===== src/rtl/timeset_rx_pkg.sv =====
// Shared constants, state encodings and helpers for the serial time-set receiver.
// TIMESET_RX_PARITY_EN (when defined) adds an even-parity bit in uart_rxbit.
package timeset_rx_pkg;

   localparam logic [7:0] ASCII_T     = 8'h54;
   localparam logic [7:0] ASCII_CR    = 8'h0D;
   localparam logic [7:0] ASCII_0     = 8'h30;
   localparam logic [7:0] ASCII_9     = 8'h39;
   localparam logic [7:0] MAX_HOUR    = 8'd23;
   localparam logic [7:0] MAX_MIN_SEC = 8'd59;
   localparam logic [2:0] LAST_DIGIT  = 3'd5;

   typedef enum logic [1:0] {
      B_IDLE  = 2'd0,
      B_START = 2'd1,
      B_DATA  = 2'd2,
      B_STOP  = 2'd3
   } bit_state_e;

   typedef enum logic [1:0] {
      P_IDLE  = 2'd0,
      P_DIGIT = 2'd1,
      P_CR    = 2'd2
   } parse_state_e;

   typedef struct packed {
      logic [1:0] hourh;
      logic [3:0] hourl;
      logic [2:0] minh;
      logic [3:0] minl;
      logic [2:0] sech;
      logic [3:0] secl;
   } time_t;

   function automatic logic is_digit(input logic [7:0] b);
      return (b >= ASCII_0) && (b <= ASCII_9);
   endfunction

   function automatic logic [7:0] two_digit(input logic [3:0] hi, input logic [3:0] lo);
      return 8'(hi) * 8'd10 + 8'(lo);
   endfunction

   // Digits are staged in arrival order: index 0 is the hour tens digit.
   function automatic logic time_ok(input logic [5:0][3:0] d);
      return (two_digit(d[0], d[1]) <= MAX_HOUR) &&
             (two_digit(d[2], d[3]) <= MAX_MIN_SEC) &&
             (two_digit(d[4], d[5]) <= MAX_MIN_SEC);
   endfunction

endpackage


===== src/rtl/uart_rxbit.sv =====
// Bit-level UART receiver: synchronizer, mid-bit sampling, byte strobe / frame error.
// TIMESET_RX_PARITY_EN adds an even-parity bit between data bit 7 and stop.
module uart_rxbit
   import timeset_rx_pkg::*;
#(
   parameter int unsigned DIV = 434
) (
   input  logic       clk,
   input  logic       rst,
   input  logic       rxd,
   output logic [7:0] rx_byte,
   output logic       rx_stb,
   output logic       rx_err
);

   localparam int unsigned CNT_W = (DIV > 2) ? $clog2(DIV) : 1;
`ifdef TIMESET_RX_PARITY_EN
   localparam logic [3:0] LAST_BIT = 4'd8;
`else
   localparam logic [3:0] LAST_BIT = 4'd7;
`endif

   logic             sync1_q, sync1_d, sync2_q, sync2_d, prev_q, prev_d;
   bit_state_e       bst_q, bst_d;
   logic [CNT_W-1:0] cnt_q, cnt_d;
   logic [3:0]       idx_q, idx_d;
   logic [7:0]       shr_q, shr_d;
   logic             stb_q, stb_d, err_q, err_d;
   logic             tick;
`ifdef TIMESET_RX_PARITY_EN
   logic             par_q, par_d;
`endif

   always_ff @(posedge clk or posedge rst) begin
      if (rst) begin
         sync1_q <= 1'b1;
         sync2_q <= 1'b1;
         prev_q  <= 1'b1;
         bst_q   <= B_IDLE;
         cnt_q   <= '0;
         idx_q   <= '0;
         shr_q   <= '0;
         stb_q   <= 1'b0;
         err_q   <= 1'b0;
`ifdef TIMESET_RX_PARITY_EN
         par_q   <= 1'b0;
`endif
      end else begin
         sync1_q <= sync1_d;
         sync2_q <= sync2_d;
         prev_q  <= prev_d;
         bst_q   <= bst_d;
         cnt_q   <= cnt_d;
         idx_q   <= idx_d;
         shr_q   <= shr_d;
         stb_q   <= stb_d;
         err_q   <= err_d;
`ifdef TIMESET_RX_PARITY_EN
         par_q   <= par_d;
`endif
      end
   end

   always_comb begin
      sync1_d = rxd;
      sync2_d = sync1_q;
      prev_d  = sync2_q;
      bst_d   = bst_q;
      cnt_d   = cnt_q;
      idx_d   = idx_q;
      shr_d   = shr_q;
      stb_d   = 1'b0;
      err_d   = 1'b0;
`ifdef TIMESET_RX_PARITY_EN
      par_d   = par_q;
`endif
      tick    = (cnt_q == '0);
      // Sample point reached: reload a full bit period for the next sample.
      if (bst_q != B_IDLE) begin
         cnt_d = tick ? CNT_W'(DIV - 1) : cnt_q - CNT_W'(1);
      end
      case (bst_q)
         B_IDLE: begin
            if (prev_q && !sync2_q) begin
               bst_d = B_START;
               cnt_d = CNT_W'(DIV / 2 - 1);
            end
         end
         B_START: begin
            if (tick) begin
               bst_d = sync2_q ? B_IDLE : B_DATA;
               idx_d = '0;
            end
         end
         B_DATA: begin
            if (tick) begin
`ifdef TIMESET_RX_PARITY_EN
               if (idx_q == LAST_BIT) par_d = sync2_q;
               else shr_d = {sync2_q, shr_q[7:1]};
`else
               shr_d = {sync2_q, shr_q[7:1]};
`endif
               if (idx_q == LAST_BIT) bst_d = B_STOP;
               else idx_d = idx_q + 4'd1;
            end
         end
         B_STOP: begin
            if (tick) begin
               bst_d = B_IDLE;
`ifdef TIMESET_RX_PARITY_EN
               stb_d = sync2_q && (par_q == ^shr_q);
`else
               stb_d = sync2_q;
`endif
               err_d = !stb_d;
            end
         end
         default: bst_d = B_IDLE;
      endcase
   end

   assign rx_byte = shr_q;
   assign rx_stb  = stb_q;
   assign rx_err  = err_q;

endmodule


===== src/rtl/timeset_rx.sv =====
// Serial time-set receiver: parses "T" HHMMSS CR frames into validated BCD time outputs.
// TIMESET_RX_PARITY_EN selects the even-parity byte format in uart_rxbit.
module timeset_rx
   import timeset_rx_pkg::*;
#(
   parameter int unsigned CLK_HZ = 50000000,
   parameter int unsigned BAUD   = 115200
) (
   input  logic       CLK,
   input  logic       RST,
   input  logic       RXD,
   output logic       LOAD,
   output logic [1:0] HOURH,
   output logic [3:0] HOURL,
   output logic [2:0] MINH,
   output logic [3:0] MINL,
   output logic [2:0] SECH,
   output logic [3:0] SECL,
   output logic       ERR,
   output logic       BUSY
);

   localparam int unsigned DIV = CLK_HZ / BAUD;

   logic [7:0]      rx_byte;
   logic            rx_stb, rx_err;
   parse_state_e    pst_q, pst_d;
   logic [2:0]      didx_q, didx_d;
   logic [5:0][3:0] stg_q, stg_d;
   time_t           tim_q, tim_d;
   logic            load_q, load_d, err_q, err_d, busy_q, busy_d;

   uart_rxbit #(.DIV(DIV)) u_rxbit (
      .clk     (CLK),
      .rst     (RST),
      .rxd     (RXD),
      .rx_byte (rx_byte),
      .rx_stb  (rx_stb),
      .rx_err  (rx_err)
   );

   always_ff @(posedge CLK or posedge RST) begin
      if (RST) begin
         pst_q  <= P_IDLE;
         didx_q <= '0;
         stg_q  <= '0;
         tim_q  <= '0;
         load_q <= 1'b0;
         err_q  <= 1'b0;
         busy_q <= 1'b0;
      end else begin
         pst_q  <= pst_d;
         didx_q <= didx_d;
         stg_q  <= stg_d;
         tim_q  <= tim_d;
         load_q <= load_d;
         err_q  <= err_d;
         busy_q <= busy_d;
      end
   end

   always_comb begin
      pst_d  = pst_q;
      didx_d = didx_q;
      stg_d  = stg_q;
      tim_d  = tim_q;
      load_d = 1'b0;
      err_d  = 1'b0;
      if (rx_err) begin
         err_d = 1'b1;
         pst_d = P_IDLE;
      end else if (rx_stb) begin
         // A 'T' always (re)starts a frame, whatever the parser was doing.
         if (rx_byte == ASCII_T) begin
            pst_d  = P_DIGIT;
            didx_d = '0;
         end else begin
            case (pst_q)
               P_IDLE: pst_d = P_IDLE;
               P_DIGIT: begin
                  if (is_digit(rx_byte)) begin
                     stg_d[didx_q] = rx_byte[3:0];
                     if (didx_q == LAST_DIGIT) pst_d = P_CR;
                     else didx_d = didx_q + 3'd1;
                  end else begin
                     err_d = 1'b1;
                     pst_d = P_IDLE;
                  end
               end
               P_CR: begin
                  pst_d = P_IDLE;
                  if ((rx_byte == ASCII_CR) && time_ok(stg_q)) begin
                     load_d      = 1'b1;
                     tim_d.hourh = stg_q[0][1:0];
                     tim_d.hourl = stg_q[1];
                     tim_d.minh  = stg_q[2][2:0];
                     tim_d.minl  = stg_q[3];
                     tim_d.sech  = stg_q[4][2:0];
                     tim_d.secl  = stg_q[5];
                  end else begin
                     err_d = 1'b1;
                  end
               end
               default: pst_d = P_IDLE;
            endcase
         end
      end
      busy_d = (pst_d != P_IDLE);
   end

   assign LOAD  = load_q;
   assign ERR   = err_q;
   assign BUSY  = busy_q;
   assign HOURH = tim_q.hourh;
   assign HOURL = tim_q.hourl;
   assign MINH  = tim_q.minh;
   assign MINL  = tim_q.minl;
   assign SECH  = tim_q.sech;
   assign SECL  = tim_q.secl;

endmodule


===== config.mk =====
export PLATFORM = sky130hd
export DESIGN_NAME = timeset_rx
export DESIGN_NICKNAME = d
export VERILOG_FILES = /design/src/rtl/timeset_rx_pkg.sv /design/src/rtl/uart_rxbit.sv /design/src/rtl/timeset_rx.sv
export SDC_FILE = /design/constraint.sdc
export NUM_CORES = 1
export LEC_CHECK = 0
export ABC_CLOCK_PERIOD_IN_PS = 3100
export BUFFER_PORTS_ARGS = -buffer_cell sky130_fd_sc_hd__buf_2
export CAP_MARGIN = 15
export CORE_MARGIN = 4
export CORE_UTILIZATION = 40
export CTS_CLUSTER_SIZE = 25
export DETAILED_ROUTE_END_ITERATION = 16
export HOLD_SLACK_MARGIN = 0.08
export PLACE_DENSITY = 0.58
export SLEW_MARGIN = 0
export SYNTH_ARGS = -nofsm -noshare
export SYNTH_HDL_FRONTEND = slang
export SYNTH_HIERARCHICAL = 1
export SYNTH_SLANG_ARGS = --single-unit

===== constraint.sdc =====
create_clock -name CLK -period 3.1 [get_ports CLK]
set_input_delay 0.62 -clock CLK [delete_from_list [all_inputs] [get_ports CLK]]
set_output_delay 0.62 -clock CLK [all_outputs]
set_load 0.005 [all_outputs]

==> results of run 1 <==
==> where the power goes <==
| part | internal (mW) | switching (mW) |
|---|---|---|
| Clock | 0.474 | 0.389 |
| Sequential | 1.11 | 0.0835 |
| Combinational | 0.103 | 0.113 |
==> flip-flops by register name, summed over array words and instances, names as in the netlist, 3 cells and up, named ones only <==
name and count:
HOURL 4, SECH 3, u_rxbit/cnt_q 9, SECL 4, MINL 4, MINH 3
didx_q 3, u_rxbit/idx_q 4, u_rxbit/rx_byte 8, stg_q 24
==> final timing paths <==
| check | from | endpoint | slack [ns] | depth (start not counted) |
|---|---|---|---|---|
| hold reg to reg | u_rxbit/sync1_q | u_rxbit/prev_d | 0.36 | 0 |
| hold / removal | RST | u_rxbit/rx_byte[1] | 0.20 | 2 |
| setup reg to reg | stg_q[9] | MINH[1] | -0.14 | 12 |
| min in group CLK | RXD | u_rxbit/sync1_q | 0.36 | 1 |
| max in group asynchronous | RST | stg_q[7] | 2.05 | 3 |
| setup / recovery | stg_q[9] | MINH[1] | -0.14 | 12 |
==> layout make-up <==
| class | count | share of cell area, % |
|---|---|---|
| tap | 140 | 3.397 |
| clock buffer | 11 | 2.742 |
| inverter | 25 | 1.820 |
| clock inverter | 5 | 1.553 |
| sequential | 80 | 38.90 |
| timing repair buffer | 50 | 6.600 |
| multi-input combinational | 258 | 44.99 |
==> Yosys cell counts (all sizes together) (2+ instances only) <==
| cell | count | area [µm²] |
|---|---|---|
| a21oi | 15 | 78.83 |
| xnor2 | 6 | 52.55 |
| mux2 | 52 | 686.9 |
| nor4 | 2 | 12.51 |
| nor3 | 10 | 60.06 |
| nand2b | 4 | 25.02 |
| or4 | 2 | 18.77 |
| and2 | 2 | 13.77 |
| dfstp | 3 | 78.83 |
| nand3 | 14 | 70.07 |
| buf | 5 | 50.04 |
| a21o | 2 | 15.01 |
| a211o | 3 | 27.53 |
| inv | 25 | 93.84 |
| and3 | 3 | 18.77 |
| a211oi | 4 | 35.03 |
| or2 | 3 | 21.27 |
| nand4 | 5 | 37.53 |
| nand3b | 4 | 30.03 |
| ha | 27 | 337.8 |
| nand2 | 14 | 52.55 |
| a311oi | 3 | 26.28 |
| a31oi | 2 | 12.51 |
| mux2i | 2 | 20.02 |
| nor2b | 3 | 26.27 |
| dfrtp | 77 | 1927 |
| nor2 | 18 | 67.56 |
| nor4b | 2 | 23.77 |
| xor2 | 7 | 61.31 |
| o31ai | 3 | 22.52 |
| fa | 6 | 120.1 |
| nor3b | 3 | 22.52 |
| or3 | 4 | 25.02 |
| clkbuf | 6 | 23.77 |
| o32ai | 2 | 25.03 |
| o41ai | 4 | 42.55 |
| o21ai | 9 | 45.04 |
==> critical path: cells and delay by family, from the launching register on <==
kind                       cells  cell delay [ns]
AOI/OAI and AO/OA              3             0.51
adders and majority gates      3             0.91
buffers and inverters          2             0.30
DFF                            1             0.39
muxes                          1             0.29
and+or+nand+nor                3             0.74
==> kinds of logic (layout without fill, tap and decap cells) <==
family | count (synthesis) | in the layout | synth area share, %
adders and majority gates | 33 | 33 | 10.25
DFF | 80 | 80 | 44.89
and+or+nand+nor | 97 | 97 | 12.60
AOI/OAI and AO/OA | 61 | 61 | 10.14
buffers and inverters | 36 | 91 | 3.752
xor gates and xnor gates | 13 | 13 | 2.548
muxes | 54 | 54 | 15.82
==> cells in the final DEF, fill, tap and decap left out, types with 3 or more instances in the layout <==
| cell | instances |
|---|---|
| dfrtp_1 | 77 |
| xor2_1 | 7 |
| o41ai_1 | 3 |
| mux2_4 | 27 |
| buf_4 | 22 |
| inv_1 | 23 |
| a21oi_1 | 13 |
| nor3_1 | 8 |
| clkbuf_8 | 10 |
| or3_1 | 4 |
| xnor2_1 | 6 |
| ha_1 | 26 |
| o31ai_1 | 3 |
| buf_2 | 25 |
| nand3b_1 | 4 |
| nand4_1 | 4 |
| fa_1 | 6 |
| o21ai_0 | 8 |
| nand2b_1 | 4 |
| nor2_1 | 18 |
| dfstp_2 | 3 |
| nor3b_1 | 3 |
| a311oi_1 | 3 |
| and3_1 | 3 |
| nand3_1 | 14 |
| nand2_1 | 14 |
| a211oi_1 | 3 |
| mux2_2 | 25 |
==> layer usage <==
layer	vias up	share of wire, %	track usage [%]	routed length [µm]
met3	13	3.2	3.183	280
li1	1459	-	-	-
met1	1502	44	18.05	3849
met4	0	2.2	6.010	190
met5	-	0	0	0
met2	33	51	25.44	4474
==> through the flow <==
stage	instances	worst slack (ns)	cell area, µm²
finish	569	-0.1399	5156
global route	569	-0.2719	5156
CTS	569	-0.1671	5124
detailed placement	551	-0.2223	4871
global placement	551	-0.1420	4871
floorplan	374	0.03182	4472
==> repair_timing <==
action                                  4_1_cts  5_1_grt
endpoints found under the hold margin         0        0
hold buffers                                  0        0
pin swaps                                     0        1
buffers inserted                              2        1
endpoints found under the setup margin       20       22
resized for setup                             5        3
==> results.md, run 1 <==
- Routed Antenna Nets: 0
- MaxCap Viol Count: 0
- Via density: 5.285
- Total length of routed wires: 8795 µm
- Critical path type: register to register
- DIE HEIGHT: 113.7 µm
- I/O Buffers: 25
- Post-synthesis register bit count: 80
- Worst vdd ir: 0.3447 mV
- Die area: 0.01293 mm²
- Asr flop ratio synth: 100.0%
- CTS tree: built
- Post-synthesis cell area: 0.004468 mm²
- Fin util: 47.36%
- WHS: 0.2029 ns
- Area growth syn-to-layout: 15.40%
- Worst-path clk slew: 0.08 ns
- Synthesized instance count: 374
- Fmax: 308.7 MHz
- Worst setup SP type: register
- Unrepaired setup endpoints after global routing: yes
- Status: finished with violations
- Prevailing post-synth register cell: dfrtp_1
- Post-synth cell types: 70
- Number of antenna violations at the first check in global routing: 0
- FP Rows: 38
- PD cells: 441.6 mW/mm²
- Slew of the pin with the lowest slew margin: 0.7230 ns
- Reg area: 0.002006 mm²
- DRT iter0 DRCs: 89
- Sequential area share after synthesis: 44.89%
- Synthesis Warnings: 6
- Slew Limit Fails: 0
- Critical path arrival: 3.48 ns
- Critical Path RT: 3.34 ns
- DRC viols: 0
- Dpl hpwl: 6484 µm
- Worst clock skew: 0.007571 ns
- Area of the multi-input gates: 0.002320 mm²
- Fin. Hold Viols: 0
- Largest net degree at the start of global routing: 29
- Syn nets: 410
- Worst setup margin: -0.1399 ns
- Crit-path max FO: 5
- CTS H-tree lvls: 3
- I/O pin count: 26
- GPL Wtd Cong: 0.8081
- CTS buffer count: 9
- Slew HR: 51.43%
- Hold Crit Class: input port to async pin
- TritonRoute pass-1 iters: 4
- Leak pwr: 2.620 nW
- CP endpoint kind: register
- CP cell instances: ha_1, ha_2, inv_2, fa_1, nand3b_1, or3_1, o32ai_2, a21oi_2, a211oi_2, nand4_2, buf_4, mux2_4
- CTS Sinks: 80
- All-Layer GR Usage: 14.80%
- Final #Nets: 460
- CP peak stage delay: 0.41 ns
- Clock buffer depth: 2
- FILL cells: 998
- CORE AREA: 0.01089 mm²
- Post-synth EDFFs: 0
- Final Cycle Share: 104.5%
- DR WL/cell: 15.46 µm
- Gr ovfl total: 0
- Die X: 113.7 µm
- Pwr Total: 2.277 mW
- Worst-Skew Late Latency: 0.36 ns
- Vias in the first global route: 3,118
- Antenna fix cells: 0
- Layout cells sized above 1: 33.57%
- Starting density of the core: 41.04%
- Setup violations, final: 20
- CTS root buffer: clkbuf_8
- Slowest cell on the critical path: fa_1
- Via count: 3,007
- First-pass GRT wire length: 15,160 µm
- Setup_tns: -2.537 ns
- Violated checks: setup timing
- Minimum clock period: 3.240 ns
- Syn avg cell area: 11.95 µm²
Note: power is estimated with default switching activity, not from simulation.
==> inputs of run 2 (changes only) <==
--- a/config.mk
+++ b/config.mk
@@ -13,7 +13,7 @@
 export CTS_CLUSTER_SIZE = 25
 export DETAILED_ROUTE_END_ITERATION = 16
 export HOLD_SLACK_MARGIN = 0.08
-export PLACE_DENSITY = 0.58
+export PLACE_DENSITY = 0.55
 export SLEW_MARGIN = 0
 export SYNTH_ARGS = -nofsm -noshare
 export SYNTH_HDL_FRONTEND = slang
==> run 2 against run 1 <==
  * The run still ends with setup timing left
  * Cell area is 0.34% lower
  * Register-to-register slack better by 0.04 ns
  * Flip-flop and latch count stayed put
  * Final cell count is 0.18% lower
  * Clock power is 7.6% lower
  * Maximum frequency is 1.2% higher
  * Sequential power hardly changed
  * Critical path type unchanged
  * Largest power group unchanged
==> results.md, run 2 (synthesis results as in run 1) <==
- DR WL/cell: 15.72 µm (+1.7%)
- Largest net degree at the start of global routing: 45 (+55%)
- CTS buffer count: 9 (unchanged)
- Fin util: 47.20% (-0.16 points)
- Hold Crit Class: input port to async pin
- First-pass GRT wire length: 15,160 µm (unchanged)
- Worst setup margin: -0.1028 ns (+0.03714 ns)
- Critical path arrival: 3.44 ns (-0.04 ns)
- Placed cells: 548 (-0.54%)
- Worst-path clk slew: 0.08 ns (about the same)
- Slowest cell on the critical path: fa_1
- Worst clock skew: 0.009025 ns (+0.001454 ns)
- Worst-Skew Late Latency: 0.36 ns (about the same)
- DRT iter0 DRCs: 80 (-10%)
- Routed Antenna Nets: 0 (unchanged)
- Gr ovfl total: 0 (unchanged)
- MaxCap Viol Count: 0 (unchanged)
- DRC viols: 0 (unchanged)
- Die X: 113.7 µm (unchanged)
- CTS root buffer: clkbuf_8
- All-Layer GR Usage: 14.89% (+0.085 points)
- Dpl hpwl: 6438 µm (-0.71%)
- Final Cycle Share: 103.3% (-1.2 points)
- Violated checks: setup timing
- Area of the multi-input gates: 0.002320 mm² (unchanged)
- Hold buffers post-CTS: 0 (unchanged)
- Biggest register: stg_q
- Fin. Hold Viols: 0 (unchanged)
- GPL Wtd Cong: 0.7771 (-3.8%)
- CP endpoint kind: register
- Fmax: 312.2 MHz (+1.2%)
- CP peak stage delay: 0.44 ns (+0.03 ns)
- FP Rows: 38 (unchanged)
- Starting density of the core: 41.04% (unchanged)
- PD cells: 430.9 mW/mm² (-2.4%)
- Slew HR: 52.19% (+0.77 points)
- Critical Path RT: 3.34 ns (about the same)
- Slew Limit Fails: 0 (unchanged)
- CTS H-tree lvls: 3 (unchanged)
- Unrepaired setup endpoints after global routing: yes
- Critical path type: register to register
- Crit-path max FO: 6 (+1)
- Pwr Total: 2.214 mW (-2.8%)
- Reg area: 0.002006 mm² (unchanged)
- Status: finished with violations
- Total length of routed wires: 8927 µm (+1.5%)
- Worst setup SP type: register
- Via density: 5.190 (-1.8%)
- Area growth syn-to-layout: 15.01%
- Slew of the pin with the lowest slew margin: 0.7116 ns (-0.01140 ns)
- CP cell instances: ha_1, ha_2, inv_2, fa_1, nand3b_1, or3_1, o32ai_2, a21oi_2, a211oi_2, nand4_2, buf_6, mux2_4
- Pre-CTS setup slack: -0.1216 ns (+0.1007 ns)
- Final #Nets: 459 (-0.22%)
- Antenna fix cells: 0 (unchanged)
- WP buf/inv: 2 (unchanged)
- Worst vdd ir: 0.3494 mV (+1.4%)
- Minimum clock period: 3.203 ns (-0.03713 ns)
- Most frequent cells in the layout: dfrtp_1, mux2_4, ha_1
- Layout cells sized above 1: 33.41% (-0.16 points)
- Clock buffer depth: 2 (unchanged)
- Leak pwr: 2.605 nW (-0.55%)
- Cell family with most CP delay: adder cells
- TritonRoute pass-1 iters: 4 (unchanged)
- Most frequent standard cell in the layout excluding fill and tap cells: dfrtp_1
- CORE AREA: 0.01089 mm² (unchanged)
- DIE HEIGHT: 113.7 µm (unchanged)
- FILL cells: 988 (-1.0%)
- Setup violations, final: 20 (unchanged)
- I/O pin count: 26 (unchanged)
- CTS tree: built
- Vias in the first global route: 3,135 (+0.55%)
- Layout Cells excl Fill: 568 (-0.18%)
- Number of antenna violations at the first check in global routing: 0 (unchanged)
- Max FFs per register: 24 (unchanged)
- Via count: 2,948 (-2.0%)
- CTS Sinks: 80 (unchanged)
- Die area: 0.01293 mm² (unchanged)
- I/O Buffers: 25 (unchanged)
==> run 2: cell types whose count changed in the layout (fill, tap and decap cells not counted), sizes merged <==
| cell | previous run | this run |
|---|---|---|
| buf | 50 | 49 |
| clkinv | 1 | 0 |
| bufinv | 2 | 1 |
| clkinvlp | 2 | 3 |
| clkbuf | 11 | 12 |
==> run 2: layer usage <==
metal,vias up,global-route usage (%),share of wire (%)
li1,1466,-,-
met3,12,3.395,2.4
met5,-,0,0
met2,29,25.48,50
met1,1441,18.44,46
met4,0,5.288,1.5
==> run 2: timing repair <==
action                     in CTS  in global routing
pin swaps                       1                  2
gates resized for setup         5                  4
setup buffers                   3                  1
setup endpoints to repair      20                 22
==> run 2: area by class of cell <==
type	instances	area share, %
flip-flops and latches	80	39.03
repair buffers	49	6.550
clock buffers	12	3.019
inverters	25	1.826
clock inverters	4	1.023
multi-input cells	258	45.14
well taps	140	3.409
==> run 2: worst paths after layout <==
kind	cells after the start	to	from	slack, ns
hold / removal	2	SECH[0]	RST	0.15
setup / recovery	12	SECL[0]	stg_q[11]	-0.10
min in group CLK	1	u_rxbit/sync1_q	RXD	0.35
setup reg to reg	12	SECL[0]	stg_q[11]	-0.10
hold reg to reg	0	u_rxbit/prev_d	u_rxbit/sync1_q	0.36
max in group asynchronous	4	u_rxbit/prev_d	RST	2.15
==> run 2: where the power goes <==
| group | switching (mW) | internal [mW] |
|---|---|---|
| sequential | 0.0841 | 1.11 |
| combinational | 0.115 | 0.103 |
| clock | 0.382 | 0.416 |
==> run 2: per-stage QoR <==
stage | area, µm² | hold slack, ns | TNS, ns
after floorplan | 4472 | 0.3452 | 0
after global placement | 4848 | 0.3487 | -1.550
after detailed placement | 4848 | 0.3496 | -2.256
after CTS | 5092 | 0.1443 | -1.866
after global routing | 5139 | 0.1506 | -4.451
final | 5139 | 0.1527 | -1.863
==> inputs of run 3 (changes only) <==
--- a/config.mk
+++ b/config.mk
@@ -5,7 +5,7 @@
 export SDC_FILE = /design/constraint.sdc
 export NUM_CORES = 1
 export LEC_CHECK = 0
-export ABC_CLOCK_PERIOD_IN_PS = 3100
+export ABC_CLOCK_PERIOD_IN_PS = 2900
 export BUFFER_PORTS_ARGS = -buffer_cell sky130_fd_sc_hd__buf_2
 export CAP_MARGIN = 15
 export CORE_MARGIN = 4
@@ -14,6 +14,7 @@
 export DETAILED_ROUTE_END_ITERATION = 16
 export HOLD_SLACK_MARGIN = 0.08
 export PLACE_DENSITY = 0.55
+export SETUP_SLACK_MARGIN = 0.5
 export SLEW_MARGIN = 0
 export SYNTH_ARGS = -nofsm -noshare
 export SYNTH_HDL_FRONTEND = slang
==> constraint.sdc (replaced) <==
create_clock -name CLK -period 2.9 [get_ports CLK]
set_input_delay 0.58 -clock CLK [delete_from_list [all_inputs] [get_ports CLK]]
set_output_delay 0.58 -clock CLK [all_outputs]
set_load 0.005 [all_outputs]
==> run 3 against run 2 <==
  * The flow still finishes with violations (setup timing)
  * Setup slack worse by 0.26 ns
  * Die area unchanged
  * Sequential power up 7%
  * First-iteration DRC count up 14%
  * Clock skew about the same
  * Routed wire length up 1.6%
  * Global-route usage up 0.18 points
  * Largest cell class unchanged
  * Largest power group unchanged
==> results.md, run 3 (synthesis results as in run 1) <==
- Critical Path RT: 3.14 ns (-0.20 ns)
- Via density: 5.214 (+0.46%)
- Hold buffers post-CTS: 0 (unchanged)
- Fin. Hold Viols: 0 (unchanged)
- Gr ovfl total: 0 (unchanged)
- CTS tree: built
- CTS H-tree lvls: 3 (unchanged)
- I/O Buffers: 25 (unchanged)
- Unrepaired setup endpoints after global routing: yes
- Clock buffer depth: 2 (unchanged)
- Worst vdd ir: 0.3568 mV (+2.1%)
- CTS root buffer: clkbuf_8
- DRT iter0 DRCs: 91 (+14%)
- Crit-path max FO: 8 (+2)
- Most frequent cells in the layout: dfrtp_1, buf_4, mux2_4
- Fmax: 306.3 MHz (-1.9%)
- DRC viols: 0 (unchanged)
- DIE HEIGHT: 113.7 µm (unchanged)
- MaxCap Viol Count: 0 (unchanged)
- CP endpoint kind: register
- Via count: 3,019 (+2.4%)
- All-Layer GR Usage: 15.07% (+0.18 points)
- Finished Cell Area: 0.005236 mm² (+1.9%)
- Worst setup SP type: register
- DP Area: 0.004926 mm² (+1.6%)
- Hold Crit Class: input port to async pin
- Slew of the pin with the lowest slew margin: 0.6592 ns (-0.05246 ns)
- Minimum clock period: 3.265 ns (+0.06189 ns)
- Critical path type: register to register
- Final Cycle Share: 112.6% (+9.3 points)
- Setup violations, final: 22 (+10%)
- PD cells: 461.3 mW/mm² (+7.1%)
- Layout cells sized above 1: 35.31% (+1.9 points)
- Critical Path Start: stg_q[9]
- Dpl hpwl: 6676 µm (+3.7%)
- Largest net degree at the start of global routing: 53 (+18%)
- CORE AREA: 0.01089 mm² (unchanged)
- Most frequent standard cell in the layout excluding fill and tap cells: dfrtp_1
- Pre-CTS setup slack: -0.3319 ns (-0.2103 ns)
- Area growth syn-to-layout: 17.19%
- Die X: 113.7 µm (unchanged)
- Number of antenna violations at the first check in global routing: 0 (unchanged)
- Worst reg2reg startpoint: stg_q[9]
- Vias in the first global route: 3,154 (+0.61%)
- CTS buffer count: 9 (unchanged)
- Routed Antenna Nets: 0 (unchanged)
- I/O pin count: 26 (unchanged)
- GPL Wtd Cong: 0.7769 (about the same)
- Total length of routed wires: 9074 µm (+1.6%)
- CTS Sinks: 80 (unchanged)
- Final #Nets: 470 (+2.4%)
- Worst-Skew Late Latency: 0.36 ns (about the same)
- Leak pwr: 2.662 nW (+2.2%)
- Slew Limit Fails: 0 (unchanged)
- Biggest register: stg_q
- Status: finished with violations
- DR WL/cell: 15.67 µm (-0.28%)
- Pwr Total: 2.416 mW (+9.1%)
- FP Rows: 38 (unchanged)
- TritonRoute pass-1 iters: 4 (unchanged)
- Violated checks: setup timing
- Worst-path clk slew: 0.08 ns (about the same)
- Slew HR: 56.06% (+3.9 points)
- Starting density of the core: 41.04% (unchanged)
- Max FFs per register: 24 (unchanged)
- Worst clock skew: 0.009116 ns (+0.00009148 ns)
- First-pass GRT wire length: 15,200 µm (+0.27%)
- Critical path arrival: 3.51 ns (+0.07 ns)
- Worst setup margin: -0.3647 ns (-0.2619 ns)
- Die area: 0.01293 mm² (unchanged)
- Antenna fix cells: 0 (unchanged)
-- run 3: cell count changes in the layout (fill, tap and decap cells not counted), sizes merged --
cell	change
buf	+11
bufinv	+1
clkbuf	+1
clkinv	+1
clkinvlp	-3
-- run 3: routing by layer --
metal	vias to the layer above	track usage [%]	routed length, µm
met5	-	0	0
met2	25	24.58	4421
met3	9	4.138	252
met1	1498	19.50	4295
li1	1487	-	-
met4	0	4.808	105
-- run 3: power by group --
part / internal, mW / leakage [nW] / switching, mW
registers: 1.19 / 1.08 / 0.0890
logic: 0.107 / 1.47 / 0.124
clock network: 0.508 / 0.108 / 0.397
total: 1.81 / 2.66 / 0.610
-- run 3: area by class of cell --
class	count	area [µm²]
inverter	25	93.84
timing repair buffer	60	399.1
multi-input combinational	258	2347
clock buffer	13	148.9
sequential	80	2007
fill	1003	5652
clock inverter	3	65.06
tap	140	175.2
-- run 3: critical path, cell delays in order, from the launching register on --
cell      delay [ns]
dfrtp_1         0.39
ha_1            0.31
ha_2            0.20
inv_2           0.05
fa_1            0.42
nand3b_1        0.21
or3_4           0.35
o32ai_4         0.21
a21oi_2         0.10
a211oi_2        0.19
nand4_2         0.20
buf_6           0.22
mux2_4          0.29
-- run 3: path summary, 6_finish.rpt --
path                                     to  slack (ns)  depth (start not counted)
min in group CLK            u_rxbit/sync1_q        0.31                          1
setup / recovery                    MINL[2]       -0.36                         12
max in group asynchronous               ERR        2.06                          3
setup reg to reg                    MINL[2]       -0.36                         12
hold / removal             u_rxbit/cnt_q[2]        0.29                          3
hold reg to reg              u_rxbit/prev_d        0.36                          0
-- run 3: timing repair --
item	CTS	global route
resized for setup	7	6
endpoints found under the setup margin	30	36
pin swaps	1	2
setup buffers	1	4
-- run 3: through the flow --
stage                     TNS (ns)  instances  hold slack, ns  util [%]
after floorplan             -2.735        374          0.3452         -
final                       -7.114        579          0.2888     48.09
after detailed placement    -6.519        558          0.3482     45.24
after global routing        -10.22        579          0.2817     48.09
after CTS                   -6.969        575          0.2818     47.59
after global placement      -4.862        558          0.3501     45.24
